`src/rtl/riscv_pkg.sv`:
```
// Shared definitions for the instruction/data memory-port arbiter:
// FSM encoding, the NOP word returned on timeout, and the latched memory command.
package riscv_pkg;

  localparam logic [1:0] ST_IDLE    = 2'd0;
  localparam logic [1:0] ST_GRANT_I = 2'd1;
  localparam logic [1:0] ST_GRANT_D = 2'd2;

  localparam logic [31:0] NOP_INSN = 32'h0000_0013;

  typedef struct packed {
    logic        we;
    logic [31:0] addr;
    logic [31:0] wdata;
  } mem_cmd_t;

endpackage

```
`src/rtl/arb_timeout_ctr.sv`:
```
// Counts cycles an outstanding memory access waits for mem_ready and flags
// the cycle on which the wait reaches TIMEOUT_CYC.
module arb_timeout_ctr #(
  parameter int TIMEOUT_CYC = 255
) (
  input  logic clk,
  input  logic rst_n,
  input  logic i_active,
  input  logic i_ready,
  output logic o_timeout
);

  localparam int CW = ($clog2(TIMEOUT_CYC + 1) > 8) ? $clog2(TIMEOUT_CYC + 1) : 8;
  localparam logic [CW-1:0] LAST = CW'(TIMEOUT_CYC - 1);

  logic [CW-1:0] r_cnt;

  // Fires during the TIMEOUT_CYC-th consecutive wait cycle, so the abort
  // lands on the following edge.
  assign o_timeout = i_active && !i_ready && (r_cnt == LAST);

  always_ff @(posedge clk or negedge rst_n) begin
    if (!rst_n)                              r_cnt <= '0;
    else if (!i_active || i_ready || o_timeout) r_cnt <= '0;
    else                                     r_cnt <= r_cnt + 1'b1;
  end

endmodule

```
`src/rtl/mem_port_arbiter.sv`:
```
// Arbitrates one memory port between instruction fetch and data load/store,
// with bounded data priority (anti-starvation) and a mem_ready timeout.
module mem_port_arbiter
  import riscv_pkg::*;
#(
  parameter int STARVE_LIMIT = 4,
  parameter int TIMEOUT_CYC  = 255
) (
  input  logic        clk,
  input  logic        reset,
  input  logic        if_req,
  input  logic [31:0] if_addr,
  output logic [31:0] if_rdata,
  output logic        if_valid,
  input  logic        d_req,
  input  logic        d_we,
  input  logic [31:0] d_addr,
  input  logic [31:0] d_wdata,
  output logic [31:0] d_rdata,
  output logic        d_valid,
  output logic        mem_req,
  output logic        mem_we,
  output logic [31:0] mem_addr,
  output logic [31:0] mem_wdata,
  input  logic [31:0] mem_rdata,
  input  logic        mem_ready,
  output logic        stall_f,
  output logic        stall_m,
  output logic        err
);

  localparam int SW = $clog2(STARVE_LIMIT + 1);

  logic [1:0]    r_state;
  logic [SW-1:0] r_starve;
  mem_cmd_t      r_cmd;
  logic          r_mem_req, r_if_valid, r_d_valid, r_err;
  logic [31:0]   r_if_rdata, r_d_rdata;

  logic        w_in_idle, w_can_grant, w_grant_d, w_grant_i;
  logic        w_busy, w_timeout, w_finish;
  logic [31:0] w_rdata;

  // No grant during a completion pulse: the finishing requester must see
  // its valid before competing again.
  assign w_in_idle   = (r_state == ST_IDLE);
  assign w_can_grant = w_in_idle && !r_if_valid && !r_d_valid;
  assign w_grant_d   = w_can_grant && d_req && ((r_starve < SW'(STARVE_LIMIT)) || !if_req);
  assign w_grant_i   = w_can_grant && if_req && !w_grant_d;
  assign w_busy      = !w_in_idle;
  assign w_finish    = w_busy && (mem_ready || w_timeout);
  assign w_rdata     = mem_ready ? mem_rdata : NOP_INSN;

  arb_timeout_ctr #(.TIMEOUT_CYC(TIMEOUT_CYC)) u_tmo (
    .clk       (clk),
    .rst_n     (reset),
    .i_active  (w_busy),
    .i_ready   (mem_ready),
    .o_timeout (w_timeout)
  );

  always_ff @(posedge clk or negedge reset) begin
    if (!reset) begin
      r_state    <= ST_IDLE;
      r_cmd      <= '0;
      r_mem_req  <= 1'b0;
      r_if_valid <= 1'b0;
      r_d_valid  <= 1'b0;
      r_if_rdata <= '0;
      r_d_rdata  <= '0;
      r_err      <= 1'b0;
    end else begin
      r_if_valid <= 1'b0;
      r_d_valid  <= 1'b0;
      if (w_timeout) r_err <= 1'b1;
      if (w_grant_d) begin
        r_state   <= ST_GRANT_D;
        r_mem_req <= 1'b1;
        r_cmd     <= '{we: d_we, addr: d_addr, wdata: d_wdata};
      end else if (w_grant_i) begin
        r_state   <= ST_GRANT_I;
        r_mem_req <= 1'b1;
        r_cmd     <= '{we: 1'b0, addr: if_addr, wdata: 32'h0};
      end else if (w_finish) begin
        r_state   <= ST_IDLE;
        r_mem_req <= 1'b0;
        if (r_state == ST_GRANT_I) begin
          r_if_valid <= 1'b1;
          r_if_rdata <= w_rdata;
        end else begin
          r_d_valid <= 1'b1;
          r_d_rdata <= w_rdata;
        end
      end
    end
  end

  // Counts back-to-back data grants that overtook a waiting fetch.
  always_ff @(posedge clk or negedge reset) begin
    if (!reset)                   r_starve <= '0;
    else if (w_grant_i)           r_starve <= '0;
    else if (w_grant_d && if_req) begin
      if (r_starve != SW'(STARVE_LIMIT)) r_starve <= r_starve + 1'b1;
    end
    else if (w_in_idle && !if_req) r_starve <= '0;
  end

  assign mem_req   = r_mem_req;
  assign mem_we    = r_cmd.we;
  assign mem_addr  = r_cmd.addr;
  assign mem_wdata = r_cmd.wdata;
  assign if_valid  = r_if_valid;
  assign if_rdata  = r_if_rdata;
  assign d_valid   = r_d_valid;
  assign d_rdata   = r_d_rdata;
  assign err       = r_err;
  assign stall_f   = if_req & ~r_if_valid;
  assign stall_m   = d_req & ~r_d_valid;

endmodule

```
`config.mk`:
```
export PLATFORM = sky130hd
export DESIGN_NAME = mem_port_arbiter
export DESIGN_NICKNAME = d
export VERILOG_FILES = /design/src/rtl/riscv_pkg.sv /design/src/rtl/arb_timeout_ctr.sv /design/src/rtl/mem_port_arbiter.sv
export SDC_FILE = /design/constraint.sdc
export NUM_CORES = 1
export LEC_CHECK = 0
export CORE_MARGIN = 2
export CORE_UTILIZATION = 47
export CTS_BUF_LIST = sky130_fd_sc_hd__clkbuf_4
export DETAILED_ROUTE_END_ITERATION = 8
export GPL_ROUTABILITY_DRIVEN = 0
export PLACE_DENSITY = 0.89
export RECOVER_POWER = 25
export SLEW_MARGIN = 25
export SYNTH_ARGS = -nofsm -noshare
export SYNTH_HDL_FRONTEND = slang
export SYNTH_HIERARCHICAL = 1
export SYNTH_SLANG_ARGS = --single-unit
```
`constraint.sdc`:
```
create_clock -name clk -period 4.6 [get_ports clk]
set_input_delay 0.69 -clock clk [delete_from_list [all_inputs] [get_ports clk]]
set_output_delay 0.69 -clock clk [all_outputs]
set_load 0.05 [all_outputs]
```
# ---- Word-level counts from Yosys, hierarchy flattened
# Cells that the tools add are included.
dict set report op_classes {
  addsub 2
  magnitude_cmp 1
  n_eq_ne 4
  mux 22
  n_bitwise 7
  reduce_logical 28
}
# cell n
set ops {}
lappend ops {{65-bit two-way mux} 2}
lappend ops {{32-bit two-way mux} 1}
lappend ops {{3-bit two-way mux} 4}
lappend ops {{1-bit logical AND} 11}
lappend ops {{1-bit two-way mux} 11}
lappend ops {{8-bit by 1-bit adder with 8-bit output, second input constant} 1}
lappend ops {{8-bit == test, second input constant} 1}
lappend ops {{8-bit two-way mux} 1}
lappend ops {{4-bit AND reduction} 2}
lappend ops {{1-bit zero test} 6}
lappend ops {{2-bit two-way mux} 3}
lappend ops {{3-bit nonzero test} 2}
lappend ops {{1-bit inverter} 5}
lappend ops {{1-bit logical OR} 4}
lappend ops {{3-bit by 1-bit adder with 3-bit output, second input constant} 1}
lappend ops {{3-bit less-than comparator, second input constant} 1}
lappend ops {{3-bit by 2-bit inequality test with 1-bit output, second input constant} 1}
lappend ops {{3-bit inequality test, second input constant} 1}
lappend ops {{1-bit bitwise AND} 2}
lappend ops {{2-bit by 1-bit == test with 1-bit output, second input constant} 1}
lappend ops {{2-bit zero test} 1}
lappend ops {{2-bit AND reduction} 1}
lappend ops {{2-bit nonzero test} 1}
dict set report word_totals {
  regBits 146
  in_bits 134
  out_inout_bits 135
}

# ---- Longest topological paths before layout
dict set report logic_depth {
  ltp_word 9
  depth_mapped 9
  mapped_depth_nobuf 7
}

# ---- Hierarchy
# Netlist, hierarchy kept.
# mod n_inst cells_each area_each_um2
set modules_own_cells {}
lappend modules_own_cells {mem_port_arbiter 1 455 5661.7}
lappend modules_own_cells {arb_timeout_ctr 1 40 414.1}

# ---- Worst setup path before layout
# OpenSTA, ideal clock, no wires.
dict set report synth_path {
  path_kind {input port to flip-flop}
  from {input port mem_ready}
  to {register r_if_rdata[10] (netlist: if_rdata[10])}
  arrival_time_ns 2.011
  path_slack_ns 2.509
  path_stages 7
  path_buffers 2
  path_cell_list {nand2b_1 -> nor3_1 -> nor2_1 -> nor3b_1 -> buf_2 -> buf_2 -> mux2i_1}
}
dict set report synth_between {
  elab_chain_cells 6
}
# element line
set synth_rtl {}
lappend synth_rtl {{start: declaration} mem_port_arbiter.sv:26} ;# input logic mem_ready,
lappend synth_rtl {{1-bit zero test} arb_timeout_ctr.sv:20} ;# assign o_timeout = i_active && !i_ready && (r_cnt == LAST);
lappend synth_rtl {{1-bit logical AND (2 in a row)} arb_timeout_ctr.sv:20}
lappend synth_rtl {{named net w_timeout} mem_port_arbiter.sv:41} ;# logic w_busy, w_timeout, w_finish;
lappend synth_rtl {{1-bit logical OR} mem_port_arbiter.sv:51} ;# assign w_finish = w_busy && (mem_ready || w_timeout);
lappend synth_rtl {{1-bit logical AND} mem_port_arbiter.sv:51}
lappend synth_rtl {{4-bit AND reduction (no line)} -}
lappend synth_rtl {{end signal: assignment} mem_port_arbiter.sv:89} ;# r_if_rdata <= w_rdata;
lappend synth_rtl {{end: declaration} mem_port_arbiter.sv:38} ;# logic [31:0] r_if_rdata, r_d_rdata;
# The timed path passes the listed nets, and every way through them passes these cells.
# A chain may end at the register's enable or synchronous reset.

# ---- Worst setup path in the final report
dict set report layout_path {
  from {input port if_req}
  to {output port stall_f}
}
dict set report layout_between {
  elab_chain_cells 1
}
# element line
set layout_rtl {}
lappend layout_rtl {{start: declaration} mem_port_arbiter.sv:11} ;# input logic if_req,
lappend layout_rtl {{1-bit bitwise AND} mem_port_arbiter.sv:117} ;# assign stall_f = if_req & ~r_if_valid;
lappend layout_rtl {{end: declaration} mem_port_arbiter.sv:27} ;# output logic stall_f,
# No other way between the ends.

==> metrics.md <==
| Metric | Value |
|---|---|
| Postcts setup bufs | 0 |
| Slew @ Worst Pin | 2.72 ns |
| Finish-stage setup viols | 0 |
| Hold endpoint | mem_wdata[29]$_DFFE_PN0P_ |
| CP Data Arrival Time | 2.31 ns |
| CP dominant cell by count | clkdlybuf4s50_1 |
| Vert. Die Dim | 118 um |
| Hold Path Depth | 1 |
| Min cycle time layout | 3.00 ns |
| Drt initial violations | 532 |
| Synthesized area per cell | 12.3 um^2 |
| DR pass1 iterations | 5 |
| Clock root buffer | clkbuf_4 |
| H-tree Lvls | 4 |
| Top cell type's share of synthesized area | 60.1% |
| Clk_skew | 0.0206 ns |
| Crit path cell chain | clkdlybuf4s50_1 > nor2b_1 > clkdlybuf4s50_1 |
| Seq cells post-synth | 146 |
| Post-CTS resize count | 0 |
| R2R Path End | if_rdata[4]$_DFFE_PN0P_ |
| GR Overflow Total | 0 |
| Clock Latency Late Sink | 0.53 ns |
| Initial core utilization | 48.1% |
| Hold Path Origin | mem_wdata[29]$_DFFE_PN0P_ |
| FF-to-FF path depth | 8 |
| Crit-path slowest cell | clkdlybuf4s50_1 |
| Final antenna-violating net count | 0 |
| Synth top area cells | dfrtp_1, a22o_1, mux2i_1 |
| Commonest cells in the netlist | dfrtp_1, a22o_1, inv_1 |
| WP data required | 3.91 ns |
| Vias | 5327 |
| Io pins | 269 |
| Violated checks | capacitance limit, slew limit |
| PnR worst setup slack | 1.60 ns |
| Post-DP HPWL | 14.4 mm |
| Setup_tns | 0 ns |
| Dominant synthesized flop cell | dfrtp_1 |
| Fin nets | 888 |
| Post-synthesis sequential area ratio | 60.1% |
| Cell row count | 41 |
| Pin count of the biggest net entering global routing | 111 |
| Max incr delay on CP | 0.80 ns |
| Layout Utilization | 72.0% |
| Pre-CTS WS | 1.44 ns |
| Critical path class | input port to primary output |
| Pwr/cell area | 821 mW/mm^2 |
| Clock Sinks | 146 |
| Layout cell share with drive strength beyond 1 | 7.47% |
| CP top delay family | buffers and inverters |
| Area grow syn2layout | 49.6% |
| RSZ-0062 raised after global routing | false |
| Cell accounting for the most synthesized area | dfrtp_1 |
| Post-synthesis cell area | 0.00608 mm^2 |
| Hold buffers post-CTS | 0 |
| VDD IR max | 0.000472 V |
| Final Max Tran Viols | 111 |
| WP buf/inv | 2 |
| Fin. Hold Viols | 0 |
| Initial antenna violation count | 3 |
| Final period util | 65.2% |
| Number of global-route vias before repair | 5442 |
| WL final | 19.8 mm |
| Core area | 0.0126 mm^2 |
| Count leader, synth | dfrtp_1 |
| Achievable Freq | 333 MHz |
| Hold slack | 0.505 ns |
| Global-route wire length before repair | 31.2 mm |
| Ys Warns | 6 |
| Syn Inst Count | 495 |
| Buffers on Ports | 268 |
| CP Max Fanout | 8 |
| Wirelength per Cell | 21.1 um |
| Die area | 0.0139 mm^2 |
| Reg2reg start | r_state[1]$_DFFE_PN0P_ |
| Status | complete, but fails checks |
| Crit end category | primary output |
| Syn_nets | 633 |
| Hold crit path type | flop to flop |
| Leak pwr | 0.00399 uW |
| Vias per Instance | 5.68 |
| CTS buffer count | 17 |
| Die W | 118 um |
| Clock transition at the registers of the reported paths | 0.09 ns |
| GRT Util Overall | 28.9% |
| Total of max-cap violations | 1 |
| Post-synth EDFFs | 0 |
| DRC | 0 |
| Async set-or-reset flop fraction in the synthesized netlist | 100% |
| Critical Path Source Type | input port |
| Yosys cell types | 49 |
| CTS tree | yes |
| Longest Clk Path Bufs | 2 |
| Flop2flop setup slack | 1.89 ns |
| Slew margin rel. | -81.3% |
[sequential cells by signal, summed over array words and instances, names as in the netlist]
signal	count
mem_addr	32
mem_wdata	32
err	1
if_rdata	32
r_state	2
if_valid	1
mem_req	1
u_tmo/r_cnt	8
d_rdata	32
mem_we	1
d_valid	1
r_starve	3
[cell families after synthesis]
kind of cell	Yosys count	synth area share [%]
xor gates and xnor gates	2	0.288
adders and majority gates	4	0.824
muxes	32	5.33
and+or+nand+nor	97	8.75
buffers and inverters	74	6.32
AOI/OAI and AO/OA	140	18.3
DFF	146	60.1
[how the worst max path moves through the flow]
stage                     slack, ns                       end  depth (start not counted)      start
after detailed placement       1.44   if_rdata[1]$_DFFE_PN0P_                          7  mem_ready
after global routing           1.43  if_rdata[29]$_DFFE_PN0P_                          2      reset
after CTS                      1.63                   stall_f                          3     if_req
final                          1.60                   stall_f                          3     if_req
after floorplan                2.51  if_rdata[10]$_DFFE_PN0P_                          7  mem_ready
after global placement         1.59  mem_addr[24]$_DFFE_PN0P_                          4     if_req
[final cells by class]
type	instances	area, um^2
clock inverter	13	143
multi-input combinational	275	2070
antenna	3	7.51
inverter	36	135
clock buffer	19	143
timing repair buffer	274	2720
fill	865	3530
tap	172	215
sequential	146	3650
[per-layer routing]
metal	track usage (%)	wire, um	vias up
met5	0	0	-
met4	9.04	582	0
met3	10.3	1810	44
met2	50.9	10200	288
met1	32.8	7180	2682
li1	-	-	2313
[cells in the final DEF (no fill, tap or decap), types with 2 or more instances in the layout]
cell,netlist,final
bufinv_16,0,3
inv_1,36,36
clkinv_1,0,3
and3_1,24,24
a31oi_1,12,12
o22a_1,3,3
a221o_1,23,23
clkbuf_4,0,19
clkdlybuf4s50_1,0,267
a22o_2,5,5
dfrtp_1,146,146
ha_1,4,4
diode_2,0,3
mux2i_1,29,29
nand3_1,12,12
nand4_1,2,2
nand2_1,32,32
nor3_1,2,2
a21oi_1,13,13
clkinv_2,0,5
nand2b_1,4,4
buf_4,3,6
nor2_1,7,7
o21ai_0,16,15
mux2_2,3,3
o31ai_1,3,3
a22o_1,57,57
[power breakdown]
group	switching [uW]	leakage (uW)	total (uW)	internal, uW
registers	364	0.00183	2200	1840
logic	2900	0.00200	4430	1540
clock network	448	0.000158	828	380
[through the flow]
step                      std cells  area, um^2  total power, uW
after CTS                       935        9070             7480
after global placement          903        8790             6490
final                           938        9090             7460
after global routing            938        9090             7750
after floorplan                 495        6080             5130
after detailed placement        903        8790             6640
Note: power is estimated with default switching activity, not from simulation.
